[src/rtl/xctcmsg_receive_matcher_if.sv]
// Purpose: payload types and the bundled handshake interface for the receive matcher.
// Package types:
//   interface_receive_data_t  - inbound network message (meta + data)
//   receive_queue_data_t      - RECV/AVAIL request (is_avail, meta, meta_mask, passthrough)
//   writeback_arbiter_data_t  - result to the writeback arbiter (value, passthrough)
// Interface signals (slave = matcher side):
//   net_valid_i/net_ready_o/net_data_i   inbound message handshake
//   req_valid_i/req_ready_o/req_data_i   receive-queue request handshake
//   wb_valid_o/wb_ready_i/wb_data_o      writeback result handshake
//   occupancy_o                          number of buffered messages
package xctcmsg_receive_matcher_pkg;
  localparam int unsigned TAG_W  = 32;
  localparam int unsigned ADDR_W = 32;
  localparam int unsigned DATA_W = 64;
  localparam int unsigned PT_W   = 8;

  typedef struct packed {
    logic [TAG_W-1:0]  tag;
    logic [ADDR_W-1:0] addr;
  } meta_t;

  typedef struct packed {
    meta_t             meta;
    logic [DATA_W-1:0] data;
  } interface_receive_data_t;

  typedef struct packed {
    logic            is_avail;
    meta_t           meta;
    meta_t           meta_mask;
    logic [PT_W-1:0] passthrough;
  } receive_queue_data_t;

  typedef struct packed {
    logic [DATA_W-1:0] value;
    logic [PT_W-1:0]   passthrough;
  } writeback_arbiter_data_t;
endpackage

interface xctcmsg_receive_matcher_if
  import xctcmsg_receive_matcher_pkg::*;
#(
  parameter int unsigned DEPTH = 4
) ();
  localparam int unsigned CNT_W = $clog2(DEPTH + 1);

  logic                    net_valid_i;
  logic                    net_ready_o;
  interface_receive_data_t net_data_i;
  logic                    req_valid_i;
  logic                    req_ready_o;
  receive_queue_data_t     req_data_i;
  logic                    wb_valid_o;
  logic                    wb_ready_i;
  writeback_arbiter_data_t wb_data_o;
  logic [CNT_W-1:0]        occupancy_o;

  modport slave (
    input  net_valid_i, net_data_i, req_valid_i, req_data_i, wb_ready_i,
    output net_ready_o, req_ready_o, wb_valid_o, wb_data_o, occupancy_o
  );

  modport master (
    output net_valid_i, net_data_i, req_valid_i, req_data_i, wb_ready_i,
    input  net_ready_o, req_ready_o, wb_valid_o, wb_data_o, occupancy_o
  );
endinterface

[src/rtl/xctcmsg_receive_matcher.sv]
// Purpose: buffers inbound messages in arrival order and serves RECV/AVAIL
// requests by masked tag/address match, producing one registered result per
// accepted request with a latency of one cycle.
// Ports:
//   clk  - core clock
//   rst  - synchronous active-high reset
//   bus  - xctcmsg_receive_matcher_if.slave (net, req, wb handshakes, occupancy)
module xctcmsg_receive_matcher
  import xctcmsg_receive_matcher_pkg::*;
#(
  parameter int unsigned DEPTH = 4
) (
  input  logic                      clk,
  input  logic                      rst,
  xctcmsg_receive_matcher_if.slave  bus
);
  localparam int unsigned CNT_W = $clog2(DEPTH + 1);
  localparam int unsigned IDX_W = $clog2(DEPTH);

  interface_receive_data_t r_entries [DEPTH];
  logic [CNT_W-1:0]        r_count;
  logic                    r_wb_valid;
  writeback_arbiter_data_t r_wb_data;

  receive_queue_data_t     w_req;
  logic [DEPTH-1:0]        w_hit;
  logic                    w_any_hit;
  logic [IDX_W-1:0]        w_sel;
  logic                    w_slot_free;
  logic                    w_net_ready;
  logic                    w_req_ready;
  logic                    w_req_fire;
  logic                    w_remove;
  logic                    w_net_fire;
  logic [CNT_W-1:0]        w_ins_idx;
  interface_receive_data_t w_entries_nxt [DEPTH];

  assign w_req = bus.req_data_i;

  // Per-entry masked compare against pre-cycle contents only (no bypass).
  always_comb begin
    w_hit = '0;
    for (int unsigned i = 0; i < DEPTH; i++) begin
      w_hit[i] = (CNT_W'(i) < r_count) &&
                 (((r_entries[i].meta ^ w_req.meta) & w_req.meta_mask) == '0);
    end
  end

  // Oldest hit wins: scan downward so the lowest index is the last written.
  always_comb begin
    w_any_hit = 1'b0;
    w_sel     = '0;
    for (int i = int'(DEPTH) - 1; i >= 0; i--) begin
      if (w_hit[i]) begin
        w_any_hit = 1'b1;
        w_sel     = IDX_W'(i);
      end
    end
  end

  assign w_slot_free = !r_wb_valid || bus.wb_ready_i;
  assign w_net_ready = (r_count < CNT_W'(DEPTH));
  assign w_req_ready = w_slot_free && (w_req.is_avail || w_any_hit);
  assign w_req_fire  = bus.req_valid_i && w_req_ready;
  assign w_remove    = w_req_fire && !w_req.is_avail;
  assign w_net_fire  = bus.net_valid_i && w_net_ready;
  // Insert lands after the compaction caused by a same-cycle removal.
  assign w_ins_idx   = r_count - CNT_W'(w_remove);

  // Compact above the removed entry, then append the new arrival.
  always_comb begin
    for (int unsigned i = 0; i < DEPTH; i++) begin
      w_entries_nxt[i] = r_entries[i];
    end
    if (w_remove) begin
      for (int unsigned i = 0; i < DEPTH - 1; i++) begin
        if (IDX_W'(i) >= w_sel) begin
          w_entries_nxt[i] = r_entries[i + 1];
        end
      end
    end
    if (w_net_fire) begin
      for (int unsigned i = 0; i < DEPTH; i++) begin
        if (CNT_W'(i) == w_ins_idx) begin
          w_entries_nxt[i] = bus.net_data_i;
        end
      end
    end
  end

  // Entry payloads need no reset; validity is defined by r_count.
  always_ff @(posedge clk) begin
    for (int unsigned i = 0; i < DEPTH; i++) begin
      r_entries[i] <= w_entries_nxt[i];
    end
  end

  // Occupancy counter.
  always_ff @(posedge clk) begin
    if (rst) begin
      r_count <= '0;
    end else begin
      r_count <= r_count + CNT_W'(w_net_fire) - CNT_W'(w_remove);
    end
  end

  // Single output slot: load on accept, clear on handshake, else hold.
  always_ff @(posedge clk) begin
    if (rst) begin
      r_wb_valid <= 1'b0;
      r_wb_data  <= '0;
    end else if (w_req_fire) begin
      r_wb_valid            <= 1'b1;
      r_wb_data.passthrough <= w_req.passthrough;
      r_wb_data.value       <= w_req.is_avail ? DATA_W'(w_any_hit)
                                              : r_entries[w_sel].data;
    end else if (bus.wb_ready_i) begin
      r_wb_valid <= 1'b0;
    end
  end

  assign bus.net_ready_o = w_net_ready;
  assign bus.req_ready_o = w_req_ready;
  assign bus.wb_valid_o  = r_wb_valid;
  assign bus.wb_data_o   = r_wb_data;
  assign bus.occupancy_o = r_count;
endmodule

[src/flat_wrapper.sv]
// flat-port wrapper written by rule: the top's interface ports become plain ports
module xctcmsg_receive_matcher_flat import xctcmsg_receive_matcher_pkg::*;
#(
  parameter int unsigned DEPTH = 4
)
  (clk, rst, bus_net_valid_i, bus_net_data_i, bus_req_valid_i, bus_req_data_i, bus_wb_ready_i, bus_net_ready_o, bus_req_ready_o, bus_wb_valid_o, bus_wb_data_o, bus_occupancy_o);
  xctcmsg_receive_matcher_if #(.DEPTH(DEPTH)) bus_i ();
  input  logic clk;
  input  logic rst;
  input wire logic [$bits(bus_i.net_valid_i)-1:0] bus_net_valid_i;
  input wire logic [$bits(bus_i.net_data_i)-1:0] bus_net_data_i;
  input wire logic [$bits(bus_i.req_valid_i)-1:0] bus_req_valid_i;
  input wire logic [$bits(bus_i.req_data_i)-1:0] bus_req_data_i;
  input wire logic [$bits(bus_i.wb_ready_i)-1:0] bus_wb_ready_i;
  output wire logic [$bits(bus_i.net_ready_o)-1:0] bus_net_ready_o;
  output wire logic [$bits(bus_i.req_ready_o)-1:0] bus_req_ready_o;
  output wire logic [$bits(bus_i.wb_valid_o)-1:0] bus_wb_valid_o;
  output wire logic [$bits(bus_i.wb_data_o)-1:0] bus_wb_data_o;
  output wire logic [$bits(bus_i.occupancy_o)-1:0] bus_occupancy_o;
  assign bus_i.net_valid_i = bus_net_valid_i;
  assign bus_i.net_data_i = bus_net_data_i;
  assign bus_i.req_valid_i = bus_req_valid_i;
  assign bus_i.req_data_i = bus_req_data_i;
  assign bus_i.wb_ready_i = bus_wb_ready_i;
  assign bus_net_ready_o = bus_i.net_ready_o;
  assign bus_req_ready_o = bus_i.req_ready_o;
  assign bus_wb_valid_o = bus_i.wb_valid_o;
  assign bus_wb_data_o = bus_i.wb_data_o;
  assign bus_occupancy_o = bus_i.occupancy_o;
  xctcmsg_receive_matcher #(.DEPTH(DEPTH)) u_core (.clk(clk), .rst(rst), .bus(bus_i));
endmodule
[config.mk]
export PLATFORM = sky130hd
export DESIGN_NAME = xctcmsg_receive_matcher_flat
export DESIGN_NICKNAME = d
export VERILOG_FILES = /design/src/rtl/xctcmsg_receive_matcher_if.sv /design/src/rtl/xctcmsg_receive_matcher.sv /design/src/flat_wrapper.sv
export SDC_FILE = /design/constraint.sdc
export NUM_CORES = 1
export LEC_CHECK = 0
export CAP_MARGIN = 40
export CORE_AREA = 2 2 228 230
export CTS_CLUSTER_SIZE = 25
export DETAILED_ROUTE_END_ITERATION = 16
export DIE_AREA = 0 0 230 232
export GPL_TIMING_DRIVEN = 0
export PLACE_DENSITY = 0.79
export REMOVE_ABC_BUFFERS = 1
export SLEW_MARGIN = 40
export SYNTH_ARGS = -nofsm -noshare
export SYNTH_HDL_FRONTEND = slang
export SYNTH_SLANG_ARGS = --single-unit
[constraint.sdc]
create_clock -name clk -period 9.6 [get_ports clk]
set_clock_uncertainty 0.05 [all_clocks]
set_input_delay 1.44 -clock clk [delete_from_list [all_inputs] [get_ports clk]]
set_output_delay 1.44 -clock clk [all_outputs]
set_load 0.01 [all_outputs]
==> results.py <==
metrics = {
    "drt": {
        "antenna_left": 0,
        "vias": 24505,
        "viasPerCell": 6.174,
        "drc": 0,
        "dr.pass1.iters": 10,
        "routed_wl_mm": 97.16,
        "drt_iter0_drc": 2830,
        "wire_per_inst_um": 24.48,
    },
    "timing": {
        "fmax_mhz": 123.9,
        "hold_slack_ns": 0.4119,
        "relSlewSlack": 0.3843,
        "worst_pin_slew_ns": 0.9235,
        "setup_viol": 0,
        "post-route-period-util": 0.8404,
        "hold_violations": 0,
        "period_minus_slack_ns": 8.068,
        "final.setup.tns_ns": 0,
        "maxSlewViolCount": 0,
        "rsz0062_at_grt": "false",
    },
    "grt": {
        "use_met3": 0.08251,
        "track_usage": 0.3534,
        "top_usage_layer": "met2",
        "met2_usage": 0.5628,
        "grt_pass1_vias": 24165,
        "grt_max_degree": 57,
        "antenna_found_initial": 28,
        "overflow": 0,
        "gr-usage-met1": 0.4628,
        "grt_pass1_wl_mm": 145.8,
    },
    "setup_path": {
        "rr_worst_depth": 21,
        "cp-start-kind": "input port",
        "crit_type": "in2reg",
        "worst_ep_arrival_time_ns": 8.55,
        "cp-end-kind": "flop",
        "crit_fanout": 32,
        "worst_ep_required_time_ns": 10.08,
    },
    "cells_and_area": {
        "layout.nets": 3493,
        "final_util": 0.6862,
        "final_common_cell": "dfxtp_1",
        "final_cell_mix": "460 x dfxtp_1, 414 x nand2_1, 369 x mux2i_1",
        "multiInputGateArea_um2": 13920,
        "instances_no_fill": 3969,
        "area_growth_pct": 25.92,
        "fillers": 3852,
        "seq_area_um2": 13050,
        "drive_gt1_frac": 0.08050,
    },
    "cts": {
        "clockBufferDepth": 3,
        "hold_buffers": 0,
        "clkSinkCount": 588,
        "cts-root-buf": "clkbuf_16",
        "cts_setup_buffers": 0,
        "cts_resized": 0,
        "cts_made_buffers": 59,
        "cts_max_level": 2,
        "clk_pin_slew_ns": 0.06,
        "clkLatencyLatePin_ns": 0.65,
        "cts_tree": "built",
    },
    "logic_synthesis": {
        "synthArstFlopShare": 0,
        "synth_seq_cells": 588,
        "synth-edff-count": 128,
        "netlist_area_um2": 27730,
        "yosys_warnings": 0,
        "netlist.area_leader.share": 0.3321,
        "synth_top_area_cell": "dfxtp_1",
        "synth_ff_type": "dfxtp_1",
        "syn_avg_cell_area_um2": 9.734,
        "synthCells": 2849,
        "ys_types": 45,
        "synth_area_leaders": "dfxtp_1 33%, edfxtp_1 14%, mux2i_1 13%, xor2_1 8.1%, o21ai_0 6.4%",
        "yosysSeqAreaShare": 0.4707,
    },
    "die": {
        "core_area_um2": 50890,
        "die_w_um": 230,
        "boundaryPins": 348,
        "std_cell_rows": 83,
        "die_area_um2": 53360,
        "dieHeight_um": 232,
        "start_util": 0.5450,
    },
    "outcome": {
        "status": "finished clean",
    },
    "power_and_ir_drop": {
        "p_seq_frac": 0.454,
        "leakagePower_nw": 13.21,
        "p_switching_w": 0.003012,
        "internal_power_w": 0.005726,
        "p_sw_frac": 0.3447,
        "powerDensity_nw_per_um2": 250.2,
        "vdd_drop_max_v": 0.0001738,
        "clkPwrFrac": 0.270,
        "power_frac_comb": 0.276,
    },
    "min_path": {
        "hp-class": "reg2reg",
        "hold_depth": 2,
    },
    "place": {
        "port_buffers": 347,
        "post-place-cells": 3835,
        "gp_congestion": 0.9714,
        "hpwl_mm": 70.22,
    },
    "job": {
        "maxCapViolCount": 0,
    },
}
[registers in the layout, summed over array words and instances (netlist names)]
| name | flops |
|---|---|
| u_core.bus.wb_data_o | 72 |
| u_core.bus.occupancy_o | 3 |
| u_core.r_entries | 512 |
| u_core.bus.wb_valid_o | 1 |
[cell families (layout without fill, tap and decap cells)]
logic type      Yosys count  after routing  synth area share
fa+ha+maj                 7              7          0.003429
simple gates            583            583           0.08911
flops                   588            588            0.4707
compound gates          787            787            0.1694
buf+inv                 208            626           0.03276
mux                     419            419            0.1535
xor+xnor                257            257           0.08117
other cells               0             22                 0
[cell usage after synthesis (all sizes together) (7+ instances only)]
master,instances
o21ai,462
dfxtp,460
nand2,419
mux2i,369
xor2,257
a22oi,154
edfxtp,128
clkbuf,124
a21oi,92
nand3,79
buf,63
a221o,50
mux2,50
nand4,34
inv,21
nor2,21
a211o,13
nor3,7
[worst paths after layout]
path / startpoint / to / slack, ns
setup / recovery: bus_req_data_i[132] / u_core.r_entries[1][21] / 1.53
hold / removal: u_core.bus.wb_data_o[3] / u_core.bus.wb_data_o[3] / 0.41
setup reg to reg: u_core.r_entries[0][124] / u_core.r_entries[1][21] / 2.71
hold reg to reg: u_core.bus.wb_data_o[3] / u_core.bus.wb_data_o[3] / 0.41
[critical path, stage by stage]
cell	delay, ns
clkdlybuf4s50_1	0.59
xor2_1	0.29
a22oi_1	0.48
nand4_1	0.28
nor4b_1	0.74
nand3_4	0.49
buf_12	0.36
nand4_1	0.50
and2_1	0.22
ha_1	0.17
inv_1	0.07
ha_1	0.35
nor4_2	0.67
buf_2	0.31
buf_4	0.18
buf_2	0.17
buf_2	0.20
buf_2	0.22
buf_2	0.21
buf_2	0.21
buf_2	0.22
o21ai_0	0.12
[metal layers]
metal | up-vias | share of wire
met4 | 12 | 0.040
li1 | 11035 | -
met1 | 11940 | 0.41
met2 | 1287 | 0.46
met3 | 231 | 0.092
met5 | - | 0.00078
[cell type report]
class	count	area share
well taps	680	0.02437
clock buffers	95	0.05199
flip-flops and latches	588	0.3738
inverters	21	0.002257
multi-input cells	2053	0.3986
repair buffers	493	0.1424
diodes	22	0.001577
clock inverters	17	0.004981
[stage by stage]
step	cell area (um^2)	power, W	worst slack [ns]
2_1_floorplan	26900	0.005510	-12.98
3_3_place_gp	31230	0.006377	-28.55
3_5_place_dp	32870	0.006305	1.201
4_1_cts	34860	0.008650	1.827
5_1_grt	34910	0.009145	1.446
6_report	34920	0.008738	1.532
[power groups by stage]
stage,sequential [W],combinational (W),clock [W]
3_3_place_gp,0.00400,0.00238,0
6_report,0.00397,0.00241,0.00236
4_1_cts,0.00394,0.00235,0.00236
3_5_place_dp,0.00398,0.00232,0
2_1_floorplan,0.00385,0.00166,0
5_1_grt,0.00405,0.00263,0.00247
(Power assumes the default switching activity.)
